===== src/rtl/spi_target.sv =====
// SPI target (mode 0, MSB first, 8-bit frames) with a small register bus for firmware access.
// Optional feature macro SPI_TARGET_IRQ_EN adds an IRQ_MASK register and the o_irq output.
module spi_target #(
    parameter int         SYNC_STAGES = 2,
    parameter logic [7:0] IDLE_BYTE   = 8'hFF
) (
    input  logic       i_clk,
    input  logic       i_rst_n,
    input  logic       i_cs,
    input  logic       i_sclk,
    input  logic       i_copi,
    output logic       o_cipo,
    output logic       o_cipo_oe,
`ifdef SPI_TARGET_IRQ_EN
    output logic       o_irq,
`endif
    input  logic       i_en,
    input  logic       i_wr,
    input  logic [3:0] i_addr,
    input  logic [7:0] i_data,
    output logic [7:0] o_data
);

    localparam logic [3:0] ADDR_RX     = 4'd0;
    localparam logic [3:0] ADDR_TX     = 4'd1;
    localparam logic [3:0] ADDR_STATUS = 4'd2;
`ifdef SPI_TARGET_IRQ_EN
    localparam logic [3:0] ADDR_MASK   = 4'd3;
`endif

    logic [SYNC_STAGES-1:0] cs_sync_q, cs_sync_d;
    logic [SYNC_STAGES-1:0] sclk_sync_q, sclk_sync_d;
    logic [SYNC_STAGES-1:0] copi_sync_q, copi_sync_d;
    logic       cs_prev_q, cs_prev_d;
    logic       sclk_prev_q, sclk_prev_d;
    logic [2:0] bit_cnt_q, bit_cnt_d;
    logic [7:0] rx_shift_q, rx_shift_d;
    logic [7:0] tx_shift_q, tx_shift_d;
    logic [7:0] rx_data_q, rx_data_d;
    logic [7:0] tx_buf_q, tx_buf_d;
    logic       rx_full_q, rx_full_d;
    logic       tx_full_q, tx_full_d;
    logic       overrun_q, overrun_d;
    logic       underrun_q, underrun_d;
    logic       reload_pend_q, reload_pend_d;
    logic       cipo_q, cipo_d;
    logic       cipo_oe_q, cipo_oe_d;
    logic [7:0] rdata_q, rdata_d;
`ifdef SPI_TARGET_IRQ_EN
    logic [3:0] mask_q, mask_d;
    logic       irq_q, irq_d;
`endif

    logic cs_s, sclk_s, copi_s;
    logic cs_active, cs_fall, cs_rise, sclk_rise, sclk_fall;
    logic reload, byte_done, bus_rd, bus_wr, rd_rx;

    assign cs_s   = cs_sync_q[SYNC_STAGES-1];
    assign sclk_s = sclk_sync_q[SYNC_STAGES-1];
    assign copi_s = copi_sync_q[SYNC_STAGES-1];

    always_comb begin
        cs_sync_d     = {cs_sync_q[SYNC_STAGES-2:0], i_cs};
        sclk_sync_d   = {sclk_sync_q[SYNC_STAGES-2:0], i_sclk};
        copi_sync_d   = {copi_sync_q[SYNC_STAGES-2:0], i_copi};
        cs_prev_d     = cs_s;
        sclk_prev_d   = sclk_s;
        bit_cnt_d     = bit_cnt_q;
        rx_shift_d    = rx_shift_q;
        tx_shift_d    = tx_shift_q;
        rx_data_d     = rx_data_q;
        tx_buf_d      = tx_buf_q;
        rx_full_d     = rx_full_q;
        tx_full_d     = tx_full_q;
        overrun_d     = overrun_q;
        underrun_d    = underrun_q;
        reload_pend_d = reload_pend_q;
        rdata_d       = rdata_q;
`ifdef SPI_TARGET_IRQ_EN
        mask_d        = mask_q;
        irq_d         = |(mask_q & {underrun_q, overrun_q, ~tx_full_q, rx_full_q});
`endif

        cs_active = ~cs_s;
        cs_fall   = cs_prev_q & ~cs_s;
        cs_rise   = ~cs_prev_q & cs_s;
        sclk_rise = cs_active & sclk_s & ~sclk_prev_q;
        sclk_fall = cs_active & ~sclk_s & sclk_prev_q;
        byte_done = sclk_rise & (bit_cnt_q == 3'd7);
        reload    = cs_fall | (sclk_fall & reload_pend_q);
        bus_rd    = i_en & ~i_wr;
        bus_wr    = i_en & i_wr;
        rd_rx     = bus_rd & (i_addr == ADDR_RX);

        // Flag clears come first so that a same-cycle set below wins.
        if (bus_wr && i_addr == ADDR_STATUS) begin
            if (i_data[2]) overrun_d  = 1'b0;
            if (i_data[3]) underrun_d = 1'b0;
        end
        if (rd_rx) rx_full_d = 1'b0;

        if (cs_rise || cs_fall) begin
            bit_cnt_d     = 3'd0;
            reload_pend_d = 1'b0;
        end
        if (sclk_rise) begin
            rx_shift_d = {rx_shift_q[6:0], copi_s};
            bit_cnt_d  = bit_cnt_q + 3'd1;
        end
        if (byte_done) begin
            rx_data_d     = {rx_shift_q[6:0], copi_s};
            rx_full_d     = 1'b1;
            reload_pend_d = 1'b1;
            if (rx_full_q && !rd_rx) overrun_d = 1'b1;
        end
        if (sclk_fall) begin
            tx_shift_d    = {tx_shift_q[6:0], 1'b0};
            reload_pend_d = 1'b0;
        end

        // Reload sees pre-write tx_full/tx_buf; a same-cycle TX write lands afterwards.
        if (reload) begin
            if (tx_full_q) begin
                tx_shift_d = tx_buf_q;
                tx_full_d  = 1'b0;
            end else begin
                tx_shift_d = IDLE_BYTE;
                underrun_d = 1'b1;
            end
        end
        if (bus_wr && i_addr == ADDR_TX) begin
            tx_buf_d  = i_data;
            tx_full_d = 1'b1;
        end
`ifdef SPI_TARGET_IRQ_EN
        if (bus_wr && i_addr == ADDR_MASK) mask_d = i_data[3:0];
`endif

        if (bus_rd) begin
            case (i_addr)
                ADDR_RX:     rdata_d = rx_data_q;
                ADDR_STATUS: rdata_d = {3'b000, cs_active, underrun_q, overrun_q, tx_full_q, rx_full_q};
`ifdef SPI_TARGET_IRQ_EN
                ADDR_MASK:   rdata_d = {4'b0000, mask_q};
`endif
                default:     rdata_d = 8'h00;
            endcase
        end

        cipo_d    = cs_active ? tx_shift_d[7] : 1'b1;
        cipo_oe_d = cs_active;
    end

    always_ff @(posedge i_clk) begin
        if (!i_rst_n) begin
            cs_sync_q     <= '1;
            sclk_sync_q   <= '0;
            copi_sync_q   <= '0;
            cs_prev_q     <= 1'b1;
            sclk_prev_q   <= 1'b0;
            bit_cnt_q     <= 3'd0;
            rx_shift_q    <= 8'h00;
            tx_shift_q    <= 8'h00;
            rx_data_q     <= 8'h00;
            tx_buf_q      <= 8'h00;
            rx_full_q     <= 1'b0;
            tx_full_q     <= 1'b0;
            overrun_q     <= 1'b0;
            underrun_q    <= 1'b0;
            reload_pend_q <= 1'b0;
            cipo_q        <= 1'b1;
            cipo_oe_q     <= 1'b0;
            rdata_q       <= 8'h00;
`ifdef SPI_TARGET_IRQ_EN
            mask_q        <= 4'h0;
            irq_q         <= 1'b0;
`endif
        end else begin
            cs_sync_q     <= cs_sync_d;
            sclk_sync_q   <= sclk_sync_d;
            copi_sync_q   <= copi_sync_d;
            cs_prev_q     <= cs_prev_d;
            sclk_prev_q   <= sclk_prev_d;
            bit_cnt_q     <= bit_cnt_d;
            rx_shift_q    <= rx_shift_d;
            tx_shift_q    <= tx_shift_d;
            rx_data_q     <= rx_data_d;
            tx_buf_q      <= tx_buf_d;
            rx_full_q     <= rx_full_d;
            tx_full_q     <= tx_full_d;
            overrun_q     <= overrun_d;
            underrun_q    <= underrun_d;
            reload_pend_q <= reload_pend_d;
            cipo_q        <= cipo_d;
            cipo_oe_q     <= cipo_oe_d;
            rdata_q       <= rdata_d;
`ifdef SPI_TARGET_IRQ_EN
            mask_q        <= mask_d;
            irq_q         <= irq_d;
`endif
        end
    end

    assign o_cipo    = cipo_q;
    assign o_cipo_oe = cipo_oe_q;
    assign o_data    = rdata_q;
`ifdef SPI_TARGET_IRQ_EN
    assign o_irq     = irq_q;
`endif

endmodule


===== config.mk =====
export PLATFORM = sky130hd
export DESIGN_NAME = spi_target
export DESIGN_NICKNAME = d
export VERILOG_FILES = /design/src/rtl/spi_target.sv
export SDC_FILE = /design/constraint.sdc
export NUM_CORES = 1
export LEC_CHECK = 0
export BUFFER_PORTS_ARGS = -buffer_cell sky130_fd_sc_hd__buf_2
export CORE_ASPECT_RATIO = 1.2
export CORE_MARGIN = 2
export CORE_UTILIZATION = 56
export CTS_CLUSTER_DIAMETER = 150
export DETAILED_ROUTE_END_ITERATION = 8
export GPL_TIMING_DRIVEN = 0
export PLACE_DENSITY = 0.78
export SLEW_MARGIN = 5
export SYNTH_ARGS = -nofsm -noshare
export SYNTH_HDL_FRONTEND = slang
export SYNTH_SLANG_ARGS = --single-unit

===== constraint.sdc =====
create_clock -name i_clk -period 1.7 [get_ports i_clk]
set_input_delay 0.255 -clock i_clk [delete_from_list [all_inputs] [get_ports i_clk]]
set_output_delay 0.255 -clock i_clk [all_outputs]
set_load 0.01 [all_outputs]

* After elaboration in Yosys (flattened, before gate mapping) *
Index checks and enable logic that the tools add are counted.

operators by class
  add/subtract/negate cells = 1
  multipliers = 0
  divide/modulo/power cells = 0
  order comparisons = 0
  equal/unequal tests = 3
  shift operators = 0
  muxes and demuxes = 20
  bitwise operators = 18
  reduce and logical (&&, ||, !) cells = 13

operators by type and width
  kind                                                              count
  8-bit 2-to-1 mux                                                  3
  8-bit case mux with 2 select lines                                1
  1-bit 2-to-1 mux                                                  14
  1-bit bitwise AND                                                 11
  2-bit nonzero test                                                5
  3-bit 2-to-1 mux                                                  2
  1-bit inverter                                                    6
  4-bit by 1-bit == test with 1-bit output (second input constant)  1
  4-bit by 2-bit == test with 1-bit output (second input constant)  1
  4-bit zero test                                                   1
  2-bit OR reduction                                                2
  3-bit by 1-bit adder with 3-bit output (second input constant)    1
  3-bit == test (second input constant)                             1
  1-bit logical AND                                                 3
  1-bit zero test                                                   1
  1-bit logical OR                                                  1
  1-bit OR                                                          1

storage, ports and cells
  register bits = 57
  bits in latches = 0
  bits in writable memories = 0
  bits in read-only memories = 0
  output and inout bits = 10
  word-level logic and storage cells = 74
  memories kept = 0

* Logic depth before layout (Yosys ltp) *
Gate-level depths: netlist of run 1.

  depth in word-level cells = 7
  mapped depth = 7

* Least setup slack after synthesis of run 1 *
No wires, ideal clock.

  kind = register -> register
  from = register bit_cnt_q[0]
  to = register reload_pend_q
  setup time = 144 ps
  arrival time = 1201 ps
  data required time = 1556 ps
  setup slack = 355 ps
  cell stages (with the launch flop) = 7
  path buffers = 1
  path through = dfxtp_1 ha_1 ha_1 and4bb_2 buf_2 a21oi_1 nor3_1

between the ends
  cells in the longest elaborated chain, start to end = 3

RTL lines
  element                                                        line  RTL
  from (decl)                                                    36    logic [2:0] bit_cnt_q, bit_cnt_d;
  from (signal assigned)                                         184   bit_cnt_q <= bit_cnt_d;
  3-bit == test *                                                89    byte_done = sclk_rise & (bit_cnt_q == 3'd7);
  1-bit bitwise AND *                                            89
  1-bit 2-to-1 mux / 2-bit nonzero test (equally long branches)  --
  to (signal assigned)                                           193   reload_pend_q <= reload_pend_d;
  to (decl)                                                      45    logic reload_pend_q, reload_pend_d;

Mark *: on every way between the ends. The rest lies on a longest branch, timed or not.
A chain may end at the register's enable or synchronous reset.

* Final worst setup path of run 1 *
  from = register cs_sync_q[1]
  to = register tx_shift_q[3]

between the ends
  cells in the longest elaborated chain, start to end = 6

RTL lines
  element                                                        line  RTL
  from (decl)                                                    31    logic [SYNC_STAGES-1:0] cs_sync_q, cs_sync_d;
  from (signal assigned)                                         179   cs_sync_q <= cs_sync_d;
  1-bit inverter *                                               84    cs_active = ~cs_s;
  via cipo_oe_d                                                  47    logic cipo_oe_q, cipo_oe_d;
  1-bit bitwise AND (2 in a row)                                 88    sclk_fall = cs_active & ~sclk_s & sclk_prev_q;
  1-bit bitwise AND                                              90    reload = cs_fall | (sclk_fall & reload_pend_q);
  1-bit OR                                                       90
  8-bit 2-to-1 mux / 2-bit nonzero test (equally long branches)  --
  to (signal assigned)                                           186   tx_shift_q <= tx_shift_d;
  to (decl)                                                      38    logic [7:0] tx_shift_q, tx_shift_d;

The timed path passes the listed nets; every way through them passes the cells marked *.

==> results of run 1 <==
## per-stage QoR
| step | area (µm²) | setup slack [ns] | hold WS [ns] | total power, mW |
|---|---|---|---|---|
| 6_report | 2640 | 0.0570 | 0.102 | 2.70 |
| 5_1_grt | 2640 | 0.00232 | 0.113 | 2.77 |
| 4_1_cts | 2640 | 0.0730 | 0.0958 | 2.70 |
| 3_5_place_dp | 2460 | 0.0978 | 0.398 | 1.54 |
| 3_3_place_gp | 2460 | 0.163 | 0.395 | 1.53 |
| 2_1_floorplan | 2250 | 0.355 | 0.328 | 1.48 |
## layout by cell type, fill, tap and decap left out, drive strengths merged, types with 8 or more instances in the layout
cell type,count
a21oi,33
a32oi,8
buf,37
clkbuf,18
dfxtp,57
nand2,34
nand3,22
nor2,9
o21ai,9
## cell type report
class,instances,share of cell area
Timing Repair Buffer,28,0.0530
Inverter,4,0.00568
Tap cell,54,0.0256
Multi-Input combinational cell,173,0.381
Buffer,18,0.0336
Clock buffer,9,0.0469
Sequential cell,57,0.432
Clock inverter,6,0.0227
## registers in the layout, indices dropped and copies added, names as in the netlist, 3 cells and up
| register | flops |
|---|---|
| bit_cnt_q | 3 |
| o_data | 8 |
| rx_data_q | 8 |
| rx_shift_q | 7 |
| tx_buf_q | 8 |
| tx_shift_q | 8 |
## how the worst max path moves through the flow
stage	from	endpoint	slack, ns	cells after the start
floorplan	bit_cnt_q[0]	reload_pend_q	0.36	6
global placement	cs_sync_q[1]	tx_shift_q[3]	0.16	7
detailed placement	cs_sync_q[1]	tx_shift_q[3]	0.1	7
CTS	cs_sync_q[1]	tx_shift_q[3]	0.07	7
global route	cs_sync_q[1]	tx_shift_q[3]	0.002	7
finish	cs_sync_q[1]	tx_shift_q[3]	0.06	7
## power by group
group          total (mW)  switching [mW]  internal [mW]
Sequential           1.37          0.0117           1.36
Clock                1.19           0.531          0.659
Combinational       0.137          0.0829         0.0539
Total                2.70           0.625           2.07
## metal layers
layer	GRT usage	part of all wire
met4	0.130	0.019
met3	0.0581	0.023
met2	0.402	0.54
met5	0	0
met1	0.252	0.42
## logic make-up (layout without fill, tap and decap cells)
| kind of cell | Yosys count | in the layout | synth area share |
|---|---|---|---|
| simple gates | 99 | 99 | 0.240 |
| compound gates | 70 | 70 | 0.186 |
| buf+inv | 22 | 65 | 0.0461 |
| flops | 57 | 57 | 0.507 |
| mux | 1 | 1 | 0.00444 |
| fa+ha+maj | 3 | 3 | 0.0167 |
==> impl_results.md, run 1 <==
* Outcome: complete, no violations
* Post-synthesis cell area at 2250 µm²
* All-Layer GR Usage at 0.233
* R2R setup slack at 0.06 ns
* Flops & latches, synth at 57
* Clock Tree Buf Depth at 2
* Via count at 1944
* Nets at 313
* Warnings, synthesis at 0
* Slew @ Worst Pin at 0.790 ns
* RD Place Congestion at 0.852
* Layout cells sized above 1 at 0.200
* Cell Rows at 25
* Initial cell density of the core at 0.576
* Util after Layout at 0.676
* Filler cell count at 328
* Synth area leader: dfxtp_1
* Final Hold Viols at 0
* Ys flop type: dfxtp_1
* Area share of the largest cell type after synthesis at 0.507
* Post-synthesis sequential area ratio at 0.507
* Buf+Inv Stages, Crit Path at 3
* CTS tree: built
* Die ar. at 4550 µm²
* Die H at 73.5 µm
* Post-synthesis net count at 274
* Max Cap Viol at 0
* Leakage at 0.969 nW
* Sink Count at 57
* Number of global-route vias before repair at 1743
* Clock Latency Late Sink at 0.34 ns
* Peak Freq at 609 MHz
* Core area at 3910 µm²
* Global-route wire length before repair at 7500 µm
* Cell variety after synth at 37
* Hold Path Cell Cnt at 2
* Period utilization at 0.966
* Type of the tightest min-delay check: primary input to register
* Post-DRT Antenna Nets at 0
* Layout overhead on the synthesized area at 17.4%
* Tmin final at 1.64 ns
* Post-cts hold buffer count at 0
* Slew HR at 0.472
* RSZ-0062 raised after global routing: no
* Drt first-iter violations at 86
* Antenna cells at 0
* # port buffers at 28
* Crit path cell chain: buf_6 > inv_1 > ha_1 > buf_2 > nor2_1 > nand3_1 > a31oi_1
* Initial antenna violation count at 0
* Non-Filler Instances at 349
* Setup TNS at 0 ns
* Critical path peak fanout at 10
* Largest vdd supply drop at 884 µV
* Depth of the worst register-to-register path at 7
* Drt wl/cell at 14.3 µm
* Dpl cells at 334
* Most common cell in the netlist: dfxtp_1
* Clock slew at reported path FFs at 0.06 ns
* Data arrival, critical path at 1.89 ns
* Mapped Cells at 252
* CP Capture Type: register
* H-Tree Depth at 3
* Chip width at 61.9 µm
* Worst path required time at 1.94 ns
* Number of synthesized flops with an enable pin at 0
* DRT Pass-1 Iters at 4
* Post-CTS Setup Inserts at 0
* CTS buffer count at 9
* Synth top area cells: dfxtp_1 (51%), a21oi_1 (7.3%), nand2_1 (5.7%), nand3_1 (4.9%), a32oi_1 (3.1%)
* Grt ovf at 0
* Final wirelength at 5000 µm
* I/O Pins at 29
* Slew Viols, Final at 0
* Clock skew at 0.00835 ns
* Crit-path leading delay family: simple AND/OR/NAND/NOR gates
* CTS resizes at 0
* Dpl hpwl at 3550 µm
* Reg2Reg Capture Point: tx_shift_q[3]
* Hold path startpoint: i_cs
* Reg area at 1140 µm²
* DR DRC count at 0
* Async set-reset flop share out of synthesis at 0
* Hold EP: cs_sync_q[0]
* Synthesized area per cell at 8.94 µm²
* Vias per cell at 5.57
* Worst r2r src: cs_sync_q[1]
* Most frequent cells after synthesis: dfxtp_1 (57), nand2_1 (34), a21oi_1 (33)
* Slowest cell on crit path: dfxtp_1
* Clock root buffer: clkbuf_8
* Kind of critical path: register to register
* CP startpoint kind: register
* Max incr delay on CP at 0.33 ns
* Largest net degree at the start of global routing at 11
* Multi-input combinational cell area at 1010 µm²
* Pwr Density at 1020 nW/µm²
* Endpoints failing setup at 0
Power figures use the tool's default switching activity.
==> inputs of run 2 (changes only) <==
ABC_AREA = 1   (was unset)
PLACE_DENSITY = 0.77   (was 0.78)
==> run 2 against run 1 <==
  * Synthesized area rose by 2.2%
  * Global-route usage increased by 0.74 points
  * Register-to-register slack improved by 0.11 ns
  * Via count up 8.3%
  * Routed wire length rose by 0.32%
  * Worst hold slack got worse by 0.0027 ns
  * Flip-flop and latch count unchanged
  * Synthesized cell count is 25% higher
  * Combinational power increased by 9%
  * Highest routed layer unchanged
==> impl_results.md, run 2 <==
* Pwr Density at 1120 nW/µm²
* Most common cell after layout, fill and taps aside: nand2_1
* Nets at 373
* Sequential Power Share at 0.450
* Leakage at 1.26 nW
* Post-cts hold buffer count at 0
* CTS buffer count at 9
* Critical path peak fanout at 6
* Post-synthesis sequential area ratio at 0.496
* Largest vdd supply drop at 752 µV
* Chip width at 62.5 µm
* Kind of critical path: register to register
* Die H at 74.2 µm
* Type of the tightest min-delay check: primary input to register
* Layout overhead on the synthesized area at 19.3%
* Reg2Reg Capture Point: tx_shift_q[2]
* Most frequent cells in the layout: nand2_1 (72), dfxtp_1 (57), nor2_1 (49), a21oi_1 (33), inv_1 (32)
* Worst r2r src: cs_sync_q[1]
* Endpoints failing setup at 0
* Clock slew at reported path FFs at 0.06 ns
* Cell variety after synth at 22
* Metal2 WL at 2470 µm
* Hold_ws at 0.0992 ns
* Async set-reset flop share out of synthesis at 0
* Core area at 3940 µm²
* Comb pwr share at 0.049
* Switching part of the total at 0.210
* DRT met1 WL at 2230 µm
* Sw Pwr at 0.643 mW
* Peak Freq at 651 MHz
* Worst path required time at 1.97 ns
* Post-synthesis cell area at 2300 µm²
* DRT Pass-1 Iters at 4
* R2R setup slack at 0.16 ns
* Period utilization at 0.903
* Clock share of power at 0.501
* Clock skew at 0.00464 ns
* Most frequent cells after synthesis: nand2_1 (72), dfxtp_1 (57), nor2_1 (49)
* Number of synthesized flops with an enable pin at 0
* Number of global-route vias before repair at 1946
* Die ar. at 4640 µm²
* Final Hold Viols at 0
* Drt wl/cell at 12.2 µm
* Data arrival, critical path at 1.81 ns
* Grt ovf at 0
* Clock Tree Buf Depth at 2
* RD Place Congestion at 0.834
* Layout cells sized above 1 at 0.174
* # port buffers at 27
* CP Capture Type: register
* Clock root buffer: clkbuf_8
* Flops & latches, synth at 57
* Highest metal used: met4
* Area share of the largest cell type after synthesis at 0.496
* Clock Latency Late Sink at 0.33 ns
* Depth of the worst register-to-register path at 7
* RSZ-0062 raised after global routing: no
* Slew HR at 0.663
* Overall Power at 3.06 mW
* Slew Viols, Final at 0
* Via count at 2106
* Post-CTS Setup Inserts at 0
* Tmin final at 1.54 ns
* Final wirelength at 5020 µm
* Synth area leader: dfxtp_1
* Vias per cell at 5.14
* CP startpoint kind: register
* Hold path startpoint: i_copi
* Mapped Cells at 314
* Synth top area cells: dfxtp_1 (50%), nand2_1 (12%), nor2_1 (8.0%), a21oi_1 (7.2%), inv_1 (5.4%)
* Antenna cells at 0
* Most common cell in the netlist: nand2_1
* Setup TNS at 0 ns
* Global-route wire length before repair at 8430 µm
* Crit. Startpoint: cs_sync_q[1]
* Slew @ Worst Pin at 0.504 ns
* Post-DRT Antenna Nets at 0
* DR DRC count at 0
* CP Capture Point: tx_shift_q[2]
* Warnings, synthesis at 0
* Internal cell power at 2.42 mW
* Max Cap Viol at 0
* I/O Pins at 29
* Dpl hpwl at 3410 µm
* Drt first-iter violations at 160
* All-Layer GR Usage at 0.241
* Largest net degree at the start of global routing at 15
* Cell Rows at 25
* H-Tree Depth at 3
* CTS tree: built
* Sink Count at 57
* Ys flop type: dfxtp_1
* Initial antenna violation count at 0
* Post-synthesis net count at 336
* Synthesized area per cell at 7.33 µm²
* Initial cell density of the core at 0.584
* Met3 WL post-DR at 206 µm
* Outcome: complete, no violations
[run 2: through the flow]
step,instance area (µm²),instances,util,setup WS (ns)
after floorplan,2300,314,-,0.287
after global placement,2500,395,0.636,0.0686
after global routing,2750,410,0.697,0.0757
after CTS,2740,410,0.696,0.0709
final,2750,410,0.697,0.164
after detailed placement,2500,395,0.636,0.0308
[run 2: worst min path at each step]
stage / to / slack (ns) / depth (start not counted)
3_5_place_dp: cs_sync_q[1] / 0.40 / 1
6_report: copi_sync_q[0] / 0.1 / 3
5_1_grt: copi_sync_q[0] / 0.09 / 3
3_3_place_gp: sclk_sync_q[1] / 0.39 / 2
4_1_cts: sclk_sync_q[0] / 0.09 / 3
2_1_floorplan: copi_sync_q[0] / 0.35 / 2
[run 2: timing repair]
item / in CTS / in global routing
endpoints found under the setup margin: 4 / 2
resized for setup: 0 / 1
pin swaps: 0 / 0
[run 2: area by class of cell]
cell class	count	area (µm²)
fillers	349	1190
flip-flops and latches	57	1140
multi-input cells	210	978
inverters	39	153
clock buffers	10	138
repair buffers	27	135
clock inverters	6	105
well taps	54	67.6
plain buffers	7	30.0
[run 2: cells by family (layout without fill, tap and decap cells)]
| logic type | count (synthesis) | count (layout) | synth area share |
|---|---|---|---|
| and+or+nand+nor | 156 | 156 | 0.298 |
| buffers and inverters | 47 | 89 | 0.0793 |
| adders and majority gates | 3 | 3 | 0.0163 |
| DFF | 57 | 57 | 0.496 |
| AOI/OAI and AO/OA | 51 | 51 | 0.111 |
[run 2: layer usage]
| layer | up-vias | GRT usage |
|---|---|---|
| met1 | 981 | 0.269 |
| li1 | 1071 | - |
| met4 | 0 | 0.136 |
| met2 | 41 | 0.422 |
| met5 | - | 0 |
| met3 | 13 | 0.0666 |
[run 2: power by group through the flow]
stage	Combinational [mW]	Clock (mW)	Sequential, mW
after floorplan	0.0954	0	1.41
after global placement	0.145	0	1.41
after detailed placement	0.147	0	1.41
after CTS	0.150	1.55	1.38
after global routing	0.173	1.61	1.38
final	0.150	1.54	1.38
[run 2: critical path: stages, from the launching register on]
cell and delay, ns:
dfxtp_1 0.44, inv_2 0.09, ha_1 0.24, nor2_1 0.34
nand4_1 0.17, nand2_1 0.09, nor2_1 0.04, nor2_1 0.07
